[config.mk]
export PLATFORM = sky130hd
export DESIGN_NAME = mips32_mem_arbiter_flat
export DESIGN_NICKNAME = d
export VERILOG_FILES = /design/src/rtl/mips32_pkg.sv /design/src/rtl/mips32_mem_arbiter_if.sv /design/src/rtl/mips32_prio_sel.sv /design/src/rtl/mips32_mem_arbiter.sv /design/src/flat_wrapper.sv
export SDC_FILE = /design/constraint.sdc
export NUM_CORES = 1
export LEC_CHECK = 0
export CORE_AREA = 4 4 108 110
export DETAILED_ROUTE_END_ITERATION = 10
export DIE_AREA = 0 0 112 114
export PLACE_DENSITY = 0.66
export SYNTH_ARGS = -nofsm -noshare
export SYNTH_HDL_FRONTEND = slang
export SYNTH_SLANG_ARGS = --single-unit
[constraint.sdc]
create_clock -name clk1 -period 4.5 [get_ports clk1]
set_input_delay 0.9 -clock clk1 [delete_from_list [all_inputs] [get_ports clk1]]
set_output_delay 0.9 -clock clk1 [all_outputs]
set_load 0.01 [all_outputs]
[src/rtl/mips32_pkg.sv]
// Shared MIPS32 definitions: read-owner tag, age width, grant vector layout, core constants.
// No logic, so no latency.
// No flow control; constants and types only.
package mips32_pkg;

    // Width of the instruction-port anti-starvation age counter.
    localparam int AGE_W = 4;

    // Default data width of the core and its memory.
    localparam int DW_DEF = 32;

    // Primary opcode the core treats as halt.
    localparam logic [5:0] OP_HLT = 6'h3f;

    // Bit positions inside the one-hot grant vector.
    localparam int GNT_H = 0;
    localparam int GNT_D = 1;
    localparam int GNT_I = 2;

    // Which requester owns the read data returning next cycle.
    typedef enum logic [1:0] {
        OWN_NONE = 2'd0,
        OWN_H    = 2'd1,
        OWN_D    = 2'd2,
        OWN_I    = 2'd3
    } owner_e;

endpackage

[src/rtl/mips32_mem_arbiter_if.sv]
// Request/grant/read-return bundle between H/D/I requesters, the arbiter and the RAM.
// Wires only, so no latency.
// Requesters hold req and fields until their gnt; the RAM never stalls.
interface mips32_mem_arbiter_if #(
    parameter int AW = 10,
    parameter int DW = 32
);
    logic          host_lock;

    logic          h_req;
    logic          h_we;
    logic [AW-1:0] h_addr;
    logic [DW-1:0] h_wdata;
    logic          h_gnt;
    logic          h_rvalid;
    logic [DW-1:0] h_rdata;

    logic          d_req;
    logic          d_we;
    logic [AW-1:0] d_addr;
    logic [DW-1:0] d_wdata;
    logic          d_gnt;
    logic          d_rvalid;
    logic [DW-1:0] d_rdata;

    logic          i_req;
    logic [AW-1:0] i_addr;
    logic          i_gnt;
    logic          i_rvalid;
    logic [DW-1:0] i_rdata;
    logic          i_stall;

    logic          mem_en;
    logic          mem_we;
    logic [AW-1:0] mem_addr;
    logic [DW-1:0] mem_wdata;
    logic [DW-1:0] mem_rdata;

    // Arbiter side.
    modport slave (
        input  host_lock,
        input  h_req, h_we, h_addr, h_wdata,
        output h_gnt, h_rvalid, h_rdata,
        input  d_req, d_we, d_addr, d_wdata,
        output d_gnt, d_rvalid, d_rdata,
        input  i_req, i_addr,
        output i_gnt, i_rvalid, i_rdata, i_stall,
        output mem_en, mem_we, mem_addr, mem_wdata,
        input  mem_rdata
    );

    // Requester/RAM side.
    modport master (
        output host_lock,
        output h_req, h_we, h_addr, h_wdata,
        input  h_gnt, h_rvalid, h_rdata,
        output d_req, d_we, d_addr, d_wdata,
        input  d_gnt, d_rvalid, d_rdata,
        output i_req, i_addr,
        input  i_gnt, i_rvalid, i_rdata, i_stall,
        input  mem_en, mem_we, mem_addr, mem_wdata,
        output mem_rdata
    );

endinterface

[src/rtl/mips32_prio_sel.sv]
// Fixed-priority H > D > I select; promote lifts I above D, lock leaves only H eligible.
// Purely combinational, grant in the same cycle as the request.
// Losers simply see no grant and must keep requesting.
module mips32_prio_sel
    import mips32_pkg::*;
(
    input  logic       req_h,
    input  logic       req_d,
    input  logic       req_i,
    input  logic       promote,
    input  logic       lock,
    output logic [2:0] gnt
);

    // One-hot winner: host always first, then I or D depending on promotion.
    always_comb begin
        gnt = '0;
        if (req_h) begin
            gnt[GNT_H] = 1'b1;
        end else if (!lock) begin
            if (req_i && promote) begin
                gnt[GNT_I] = 1'b1;
            end else if (req_d) begin
                gnt[GNT_D] = 1'b1;
            end else if (req_i) begin
                gnt[GNT_I] = 1'b1;
            end
        end
    end

endmodule

[src/rtl/mips32_mem_arbiter.sv]
// Single-port RAM arbiter for host (H), data (D) and fetch (I); optional MEM_ARB_PERF_EN counters.
// Grant same cycle as req; read data returns one cycle after grant, fully pipelined.
// Losing requester gets no gnt (I also sees i_stall) and holds its request; RAM side never stalls.
module mips32_mem_arbiter
    import mips32_pkg::*;
#(
    parameter int AW      = 10,
    parameter int DW      = DW_DEF,
    parameter int AGE_MAX = 4
) (
    input  logic clk1,
    input  logic rst,
    mips32_mem_arbiter_if.slave bus
`ifdef MEM_ARB_PERF_EN
    ,
    output logic [31:0] gnt_cnt_h,
    output logic [31:0] gnt_cnt_d,
    output logic [31:0] gnt_cnt_i,
    output logic [31:0] conflict_cnt
`endif
);

    localparam logic [AGE_W-1:0] AGE_LIM = AGE_W'(AGE_MAX);
    localparam logic [AGE_W-1:0] AGE_SAT = '1;

    logic [AGE_W-1:0] age_cnt;
    logic             promote;
    logic [2:0]       sel_gnt;
    logic [2:0]       gnt;
    owner_e           owner;
    owner_e           owner_nxt;
    logic             mux_we;
    logic [AW-1:0]    mux_addr;
    logic [DW-1:0]    mux_wdata;

    assign promote = (age_cnt >= AGE_LIM);

    mips32_prio_sel u_prio_sel (
        .req_h   (bus.h_req),
        .req_d   (bus.d_req),
        .req_i   (bus.i_req),
        .promote (promote),
        .lock    (bus.host_lock),
        .gnt     (sel_gnt)
    );

    // Nothing is granted while reset is held, so the RAM stays idle.
    assign gnt = rst ? 3'b000 : sel_gnt;

    assign bus.h_gnt   = gnt[GNT_H];
    assign bus.d_gnt   = gnt[GNT_D];
    assign bus.i_gnt   = gnt[GNT_I];
    assign bus.i_stall = bus.i_req & ~gnt[GNT_I];

    // Route the winner's access fields onto the RAM port.
    always_comb begin
        mux_we    = 1'b0;
        mux_addr  = '0;
        mux_wdata = '0;
        if (gnt[GNT_H]) begin
            mux_we    = bus.h_we;
            mux_addr  = bus.h_addr;
            mux_wdata = bus.h_wdata;
        end else if (gnt[GNT_D]) begin
            mux_we    = bus.d_we;
            mux_addr  = bus.d_addr;
            mux_wdata = bus.d_wdata;
        end else if (gnt[GNT_I]) begin
            mux_addr  = bus.i_addr;
        end
    end

    assign bus.mem_en    = |gnt;
    assign bus.mem_we    = mux_we;
    assign bus.mem_addr  = mux_addr;
    assign bus.mem_wdata = mux_wdata;

    // Tag the read granted this cycle; writes and idle cycles leave no return pending.
    always_comb begin
        owner_nxt = OWN_NONE;
        if (gnt[GNT_H] && !bus.h_we) begin
            owner_nxt = OWN_H;
        end else if (gnt[GNT_D] && !bus.d_we) begin
            owner_nxt = OWN_D;
        end else if (gnt[GNT_I]) begin
            owner_nxt = OWN_I;
        end
    end

    // Owner register; reset drops any read still in flight.
    always_ff @(posedge clk1 or posedge rst) begin
        if (rst) begin
            owner <= OWN_NONE;
        end else begin
            owner <= owner_nxt;
        end
    end

    assign bus.h_rvalid = (owner == OWN_H);
    assign bus.d_rvalid = (owner == OWN_D);
    assign bus.i_rvalid = (owner == OWN_I);
    assign bus.h_rdata  = (owner == OWN_H) ? bus.mem_rdata : '0;
    assign bus.d_rdata  = (owner == OWN_D) ? bus.mem_rdata : '0;
    assign bus.i_rdata  = (owner == OWN_I) ? bus.mem_rdata : '0;

    // Count consecutive cycles a fetch loses to D; frozen during host lock.
    always_ff @(posedge clk1 or posedge rst) begin
        if (rst) begin
            age_cnt <= '0;
        end else if (!bus.host_lock) begin
            if (bus.i_req && !gnt[GNT_I]) begin
                if (age_cnt != AGE_SAT) begin
                    age_cnt <= age_cnt + 1'b1;
                end
            end else begin
                age_cnt <= '0;
            end
        end
    end

`ifdef MEM_ARB_PERF_EN
    logic [1:0] n_req;

    assign n_req = {1'b0, bus.h_req} + {1'b0, bus.d_req} + {1'b0, bus.i_req};

    // Free-running grant and contention counters, wrapping at 2^32.
    always_ff @(posedge clk1 or posedge rst) begin
        if (rst) begin
            gnt_cnt_h    <= '0;
            gnt_cnt_d    <= '0;
            gnt_cnt_i    <= '0;
            conflict_cnt <= '0;
        end else begin
            if (gnt[GNT_H]) gnt_cnt_h <= gnt_cnt_h + 32'd1;
            if (gnt[GNT_D]) gnt_cnt_d <= gnt_cnt_d + 32'd1;
            if (gnt[GNT_I]) gnt_cnt_i <= gnt_cnt_i + 32'd1;
            if (n_req >= 2'd2) conflict_cnt <= conflict_cnt + 32'd1;
        end
    end
`endif

endmodule

[src/flat_wrapper.sv]
// flat-port wrapper written by rule: the top's interface ports become plain ports
module mips32_mem_arbiter_flat import mips32_pkg::*;
#(
    parameter int AW      = 10,
    parameter int DW      = DW_DEF,
    parameter int AGE_MAX = 4
)
  (clk1, rst, bus_host_lock, bus_h_req, bus_h_we, bus_h_addr, bus_h_wdata, bus_h_gnt, bus_h_rvalid, bus_h_rdata, bus_d_req, bus_d_we, bus_d_addr, bus_d_wdata, bus_d_gnt, bus_d_rvalid, bus_d_rdata, bus_i_req, bus_i_addr, bus_i_gnt, bus_i_rvalid, bus_i_rdata, bus_i_stall, bus_mem_en, bus_mem_we, bus_mem_addr, bus_mem_wdata, bus_mem_rdata);
  mips32_mem_arbiter_if #(.AW(AW), .DW(DW)) bus_i ();
  input  logic clk1;
  input  logic rst;
  input wire logic [$bits(bus_i.host_lock)-1:0] bus_host_lock;
  input wire logic [$bits(bus_i.h_req)-1:0] bus_h_req;
  input wire logic [$bits(bus_i.h_we)-1:0] bus_h_we;
  input wire logic [$bits(bus_i.h_addr)-1:0] bus_h_addr;
  input wire logic [$bits(bus_i.h_wdata)-1:0] bus_h_wdata;
  output wire logic [$bits(bus_i.h_gnt)-1:0] bus_h_gnt;
  output wire logic [$bits(bus_i.h_rvalid)-1:0] bus_h_rvalid;
  output wire logic [$bits(bus_i.h_rdata)-1:0] bus_h_rdata;
  input wire logic [$bits(bus_i.d_req)-1:0] bus_d_req;
  input wire logic [$bits(bus_i.d_we)-1:0] bus_d_we;
  input wire logic [$bits(bus_i.d_addr)-1:0] bus_d_addr;
  input wire logic [$bits(bus_i.d_wdata)-1:0] bus_d_wdata;
  output wire logic [$bits(bus_i.d_gnt)-1:0] bus_d_gnt;
  output wire logic [$bits(bus_i.d_rvalid)-1:0] bus_d_rvalid;
  output wire logic [$bits(bus_i.d_rdata)-1:0] bus_d_rdata;
  input wire logic [$bits(bus_i.i_req)-1:0] bus_i_req;
  input wire logic [$bits(bus_i.i_addr)-1:0] bus_i_addr;
  output wire logic [$bits(bus_i.i_gnt)-1:0] bus_i_gnt;
  output wire logic [$bits(bus_i.i_rvalid)-1:0] bus_i_rvalid;
  output wire logic [$bits(bus_i.i_rdata)-1:0] bus_i_rdata;
  output wire logic [$bits(bus_i.i_stall)-1:0] bus_i_stall;
  output wire logic [$bits(bus_i.mem_en)-1:0] bus_mem_en;
  output wire logic [$bits(bus_i.mem_we)-1:0] bus_mem_we;
  output wire logic [$bits(bus_i.mem_addr)-1:0] bus_mem_addr;
  output wire logic [$bits(bus_i.mem_wdata)-1:0] bus_mem_wdata;
  input wire logic [$bits(bus_i.mem_rdata)-1:0] bus_mem_rdata;
  assign bus_i.host_lock = bus_host_lock;
  assign bus_i.h_req = bus_h_req;
  assign bus_i.h_we = bus_h_we;
  assign bus_i.h_addr = bus_h_addr;
  assign bus_i.h_wdata = bus_h_wdata;
  assign bus_h_gnt = bus_i.h_gnt;
  assign bus_h_rvalid = bus_i.h_rvalid;
  assign bus_h_rdata = bus_i.h_rdata;
  assign bus_i.d_req = bus_d_req;
  assign bus_i.d_we = bus_d_we;
  assign bus_i.d_addr = bus_d_addr;
  assign bus_i.d_wdata = bus_d_wdata;
  assign bus_d_gnt = bus_i.d_gnt;
  assign bus_d_rvalid = bus_i.d_rvalid;
  assign bus_d_rdata = bus_i.d_rdata;
  assign bus_i.i_req = bus_i_req;
  assign bus_i.i_addr = bus_i_addr;
  assign bus_i_gnt = bus_i.i_gnt;
  assign bus_i_rvalid = bus_i.i_rvalid;
  assign bus_i_rdata = bus_i.i_rdata;
  assign bus_i_stall = bus_i.i_stall;
  assign bus_mem_en = bus_i.mem_en;
  assign bus_mem_we = bus_i.mem_we;
  assign bus_mem_addr = bus_i.mem_addr;
  assign bus_mem_wdata = bus_i.mem_wdata;
  assign bus_i.mem_rdata = bus_mem_rdata;
  mips32_mem_arbiter #(.AW(AW), .DW(DW), .AGE_MAX(AGE_MAX)) u_core (.clk1(clk1), .rst(rst), .bus(bus_i));
endmodule
==> reports/metrics.csv, run 1 <==
stage,metric,value,unit
critical_path,Critical Setup Path Class,in -> out,
critical_path,Crit. End Element,output pin,
final_layout,fill count,1087,
detailed_routing,Remaining DRCs,0,
min_path,worst hold path type,reg -> reg,
power,Total Power,0.472,mW
placed_design,Placed Instances,618,
logic_synthesis,number of synthesized flops with an enable pin,0,
floorplanning,row cnt,38,
logic_synthesis,post-synth cell types,32,
detailed_routing,Routed Antenna Nets,0,
logic_synthesis,Post-Syn Instances,214,
logic_synthesis,syn_nets,349,
detailed_routing,vias per cell,4.36,
placed_design,IO buf count,280,
final_layout,area of the multi-input gates,1210,µm²
clocking,clk_lat worst skew,220,ps
critical_path,crit start category,input port,
detailed_routing,"wirelength, routed",10200,µm
placed_design,routability congestion estimate from global placement,0.811,
clocking,Num Clock Sinks,6,
detailed_routing,TritonRoute pass-1 iters,4,
global_routing,initial antenna violation count,3,
global_routing,largest net degree at the start of global routing,45,
final_layout,Final Non-Filler Cells,621,
logic_synthesis,"Top FF cell, synth",dfrtp_1,
logic_synthesis,synthesized area per cell,7.12,µm²
timing,final hold viol count,0,
logic_synthesis,Synth Area in XOR/XNOR,0,%
timing,fmax,0.254,GHz
clocking,Post-CTS Resized,0,
floorplanning,core area,10700,µm²
logic_synthesis,Synth Area in Simple Gates,48.8,%
clocking,H-tree Lvls,1,
outcome,outcome,"finished, final reports clean",
logic_synthesis,sequential area share after synthesis,9.86,%
logic_synthesis,mapped cell area,1520,µm²
critical_path,RR Startpoint,u_core.age_cnt[0],
final_layout,layout cells sized above 1,3.74,%
placed_design,Placement Setup Slack,579,ps
clocking,post-CTS setup repair buffer count,0,
timing,count of final setup violators,0,
logic_synthesis,adder-cell share of the synthesized area,0.822,%
logic_synthesis,synth warn,0,
global_routing,number of global-route vias before repair,2796,
logic_synthesis,post-synthesis mux area share,0,%
clocking,root buffer cell,clkbuf_8,
clocking,Clock transition at path regs,40,ps
logic_synthesis,asr flop ratio synth,100,%
global_routing,total grt overflow,0,
logic_synthesis,cell taking the most area after synthesis,and2_1,
floorplanning,Die Span Y,114,µm
critical_path,CP max FO,14,
timing,unrepaired setup endpoints after global routing,no,
power,leak pwr,1.88,nW
detailed_routing,Avg WL per Cell,16.5,µm
min_path,critical hold path startpoint,u_core.age_cnt[1],
power,Max VDD drop,0.0659,mV
timing,final setup TNS,0,ps
logic_synthesis,most frequent cells after synthesis,"and2_1 (65), a22o_1 (33), and3_1 (33)",
power,PwrDens,104,nW/µm²
final_layout,ANT cells,0,
critical_path,crit path DAT,3030,ps
logic_synthesis,synthesized flop and latch total,6,
timing,Final Critical Period,3930,ps
floorplanning,I/O pin total,281,
logic_synthesis,main combinational cell family by area after synthesis,simple AND/OR/NAND/NOR gates,
critical_path,Worst Path Required,3600,ps
timing,Tcrit/Tclk final,87.3,%
final_layout,Reg area,150,µm²
critical_path,CP startpoint,rst,
clocking,clk buf depth,2,
global_routing,first-pass GRT wire length,14900,µm
floorplanning,starting density of the core,14.2,%
global_routing,Total GRT Usage,14.3,%
detailed_routing,DRT iter0 DRCs,133,
critical_path,flop2flop setup slack,3010,ps
timing,Slew HR,75.7,%
final_layout,synth-to-layout area growth,196,%
detailed_routing,Vias,2710,
clocking,Hold Buf Count CTS,0,
clocking,CTS tree,yes,
logic_synthesis,Compound-Gate Fraction of Synth Area,29.9,%
logic_synthesis,Synth top area share,26.7,%
run,MaxCap Viol Count,0,
placed_design,Post-DP HPWL,8940,µm
timing,final hold slack,536,ps
timing,"Slew Viols, Final",0,
final_layout,"Net count, final",618,
logic_synthesis,"count leader, synth",and2_1,
floorplanning,Die Width,112,µm
floorplanning,die area,12800,µm²
clocking,TritonCTS Buffers,3,
logic_synthesis,Synth area leaders,"and2_1 (27%), a22o_1 (19%), and3_1 (14%), dfrtp_1 (9.9%), a222oi_1 (5.9%)",
timing,Worst Slack Setup Final,570,ps
timing,skew final,1.85,ps
timing,worst slew pin tran,363,ps
==> final timing paths <==
kind | cells past startpoint | to
min | 2 | u_core.age_cnt[1]
min in group asynchronous | 2 | u_core.age_cnt[3]
max | 7 | bus_mem_addr[8]
max in group asynchronous | 2 | u_core.age_cnt[0]
max reg2reg | 5 | u_core.age_cnt[2]
min reg2reg | 2 | u_core.age_cnt[1]
==> metal layers <==
metal	share of wire, %	GRT usage [%]	vias to the layer above
met5	0.33	0	-
met4	0.76	2.32	6
met3	12	5.41	12
met2	51	27.5	174
met1	37	15.1	1212
li1	-	-	1306
==> report_power, final <==
| group | internal, mW | switching, mW |
|---|---|---|
| logic | 0.209 | 0.113 |
| registers | 0.0607 | 0.00858 |
| clock network | 0.0574 | 0.0227 |
| total | 0.328 | 0.144 |
==> final cells by class <==
cell class | count | share of cell area [%]
inverter | 15 | 1.25
multi-input combinational | 170 | 26.8
clock buffer | 3 | 0.915
tap | 140 | 3.88
sequential | 6 | 3.33
timing repair buffer | 287 | 63.8
==> cells by family after synthesis <==
family | Yosys count
buffers and inverters | 38
AO/OA/AOI/OAI | 53
flip-flops | 6
AND/OR/NAND/NOR | 116
adder cells (fa/ha/maj) | 1
==> critical path: stages <==
cell and delay (ps):
clkdlybuf4s50_1 470, or3_4 420, nor4_4 250, buf_4 240
a222oi_1 130, inv_1 70, clkdlybuf4s50_1 540
==> registers in the layout, summed over array words and instances, names as in the netlist <==
register / flops
u_core.owner: 2
u_core.age_cnt: 4
==> layout by cell type, fill, tap and decap left out, drive strengths merged <==
| cell | synthesis | final |
|---|---|---|
| clkdlybuf4s50 | 0 | 280 |
| and2 | 65 | 65 |
| and3 | 33 | 33 |
| a22o | 33 | 33 |
| inv | 15 | 15 |
| a222oi | 9 | 9 |
| buf | 9 | 7 |
| dfrtp | 6 | 6 |
| nand2 | 5 | 5 |
| o21ai | 3 | 3 |
| clkbuf | 14 | 3 |
| nand3 | 2 | 2 |
| nor2b | 2 | 2 |
| a21o | 2 | 2 |
| or3 | 2 | 2 |
| nor3 | 1 | 1 |
| nand4 | 1 | 1 |
| o21bai | 1 | 1 |
| nor3b | 1 | 1 |
| o21a | 1 | 1 |
| nand2b | 1 | 1 |
| and4 | 1 | 1 |
| a21oi | 1 | 1 |
| o31ai | 1 | 1 |
| and2b | 1 | 1 |
| nor4 | 1 | 1 |
| a22oi | 1 | 1 |
| o311ai | 1 | 1 |
| ha | 1 | 1 |
==> metrics by stage <==
stage | utilization [%] | area, µm²
after global placement | 41.8 | 4470
after floorplan | - | 1520
after global routing | 42.2 | 4510
after detailed placement | 41.8 | 4470
final | 42.2 | 4510
after CTS | 42.2 | 4510
(Power assumes the default switching activity.)
==> run 2: changes to the inputs <==
--- a/config.mk
+++ b/config.mk
@@ -5,6 +5,7 @@
 export SDC_FILE = /design/constraint.sdc
 export NUM_CORES = 1
 export LEC_CHECK = 0
+export CAP_MARGIN = 20
 export CORE_AREA = 4 4 108 110
 export DETAILED_ROUTE_END_ITERATION = 10
 export DIE_AREA = 0 0 112 114
==> results of run 2 <==
No change in the layout: final DEF, timing and power equal those of run 1.
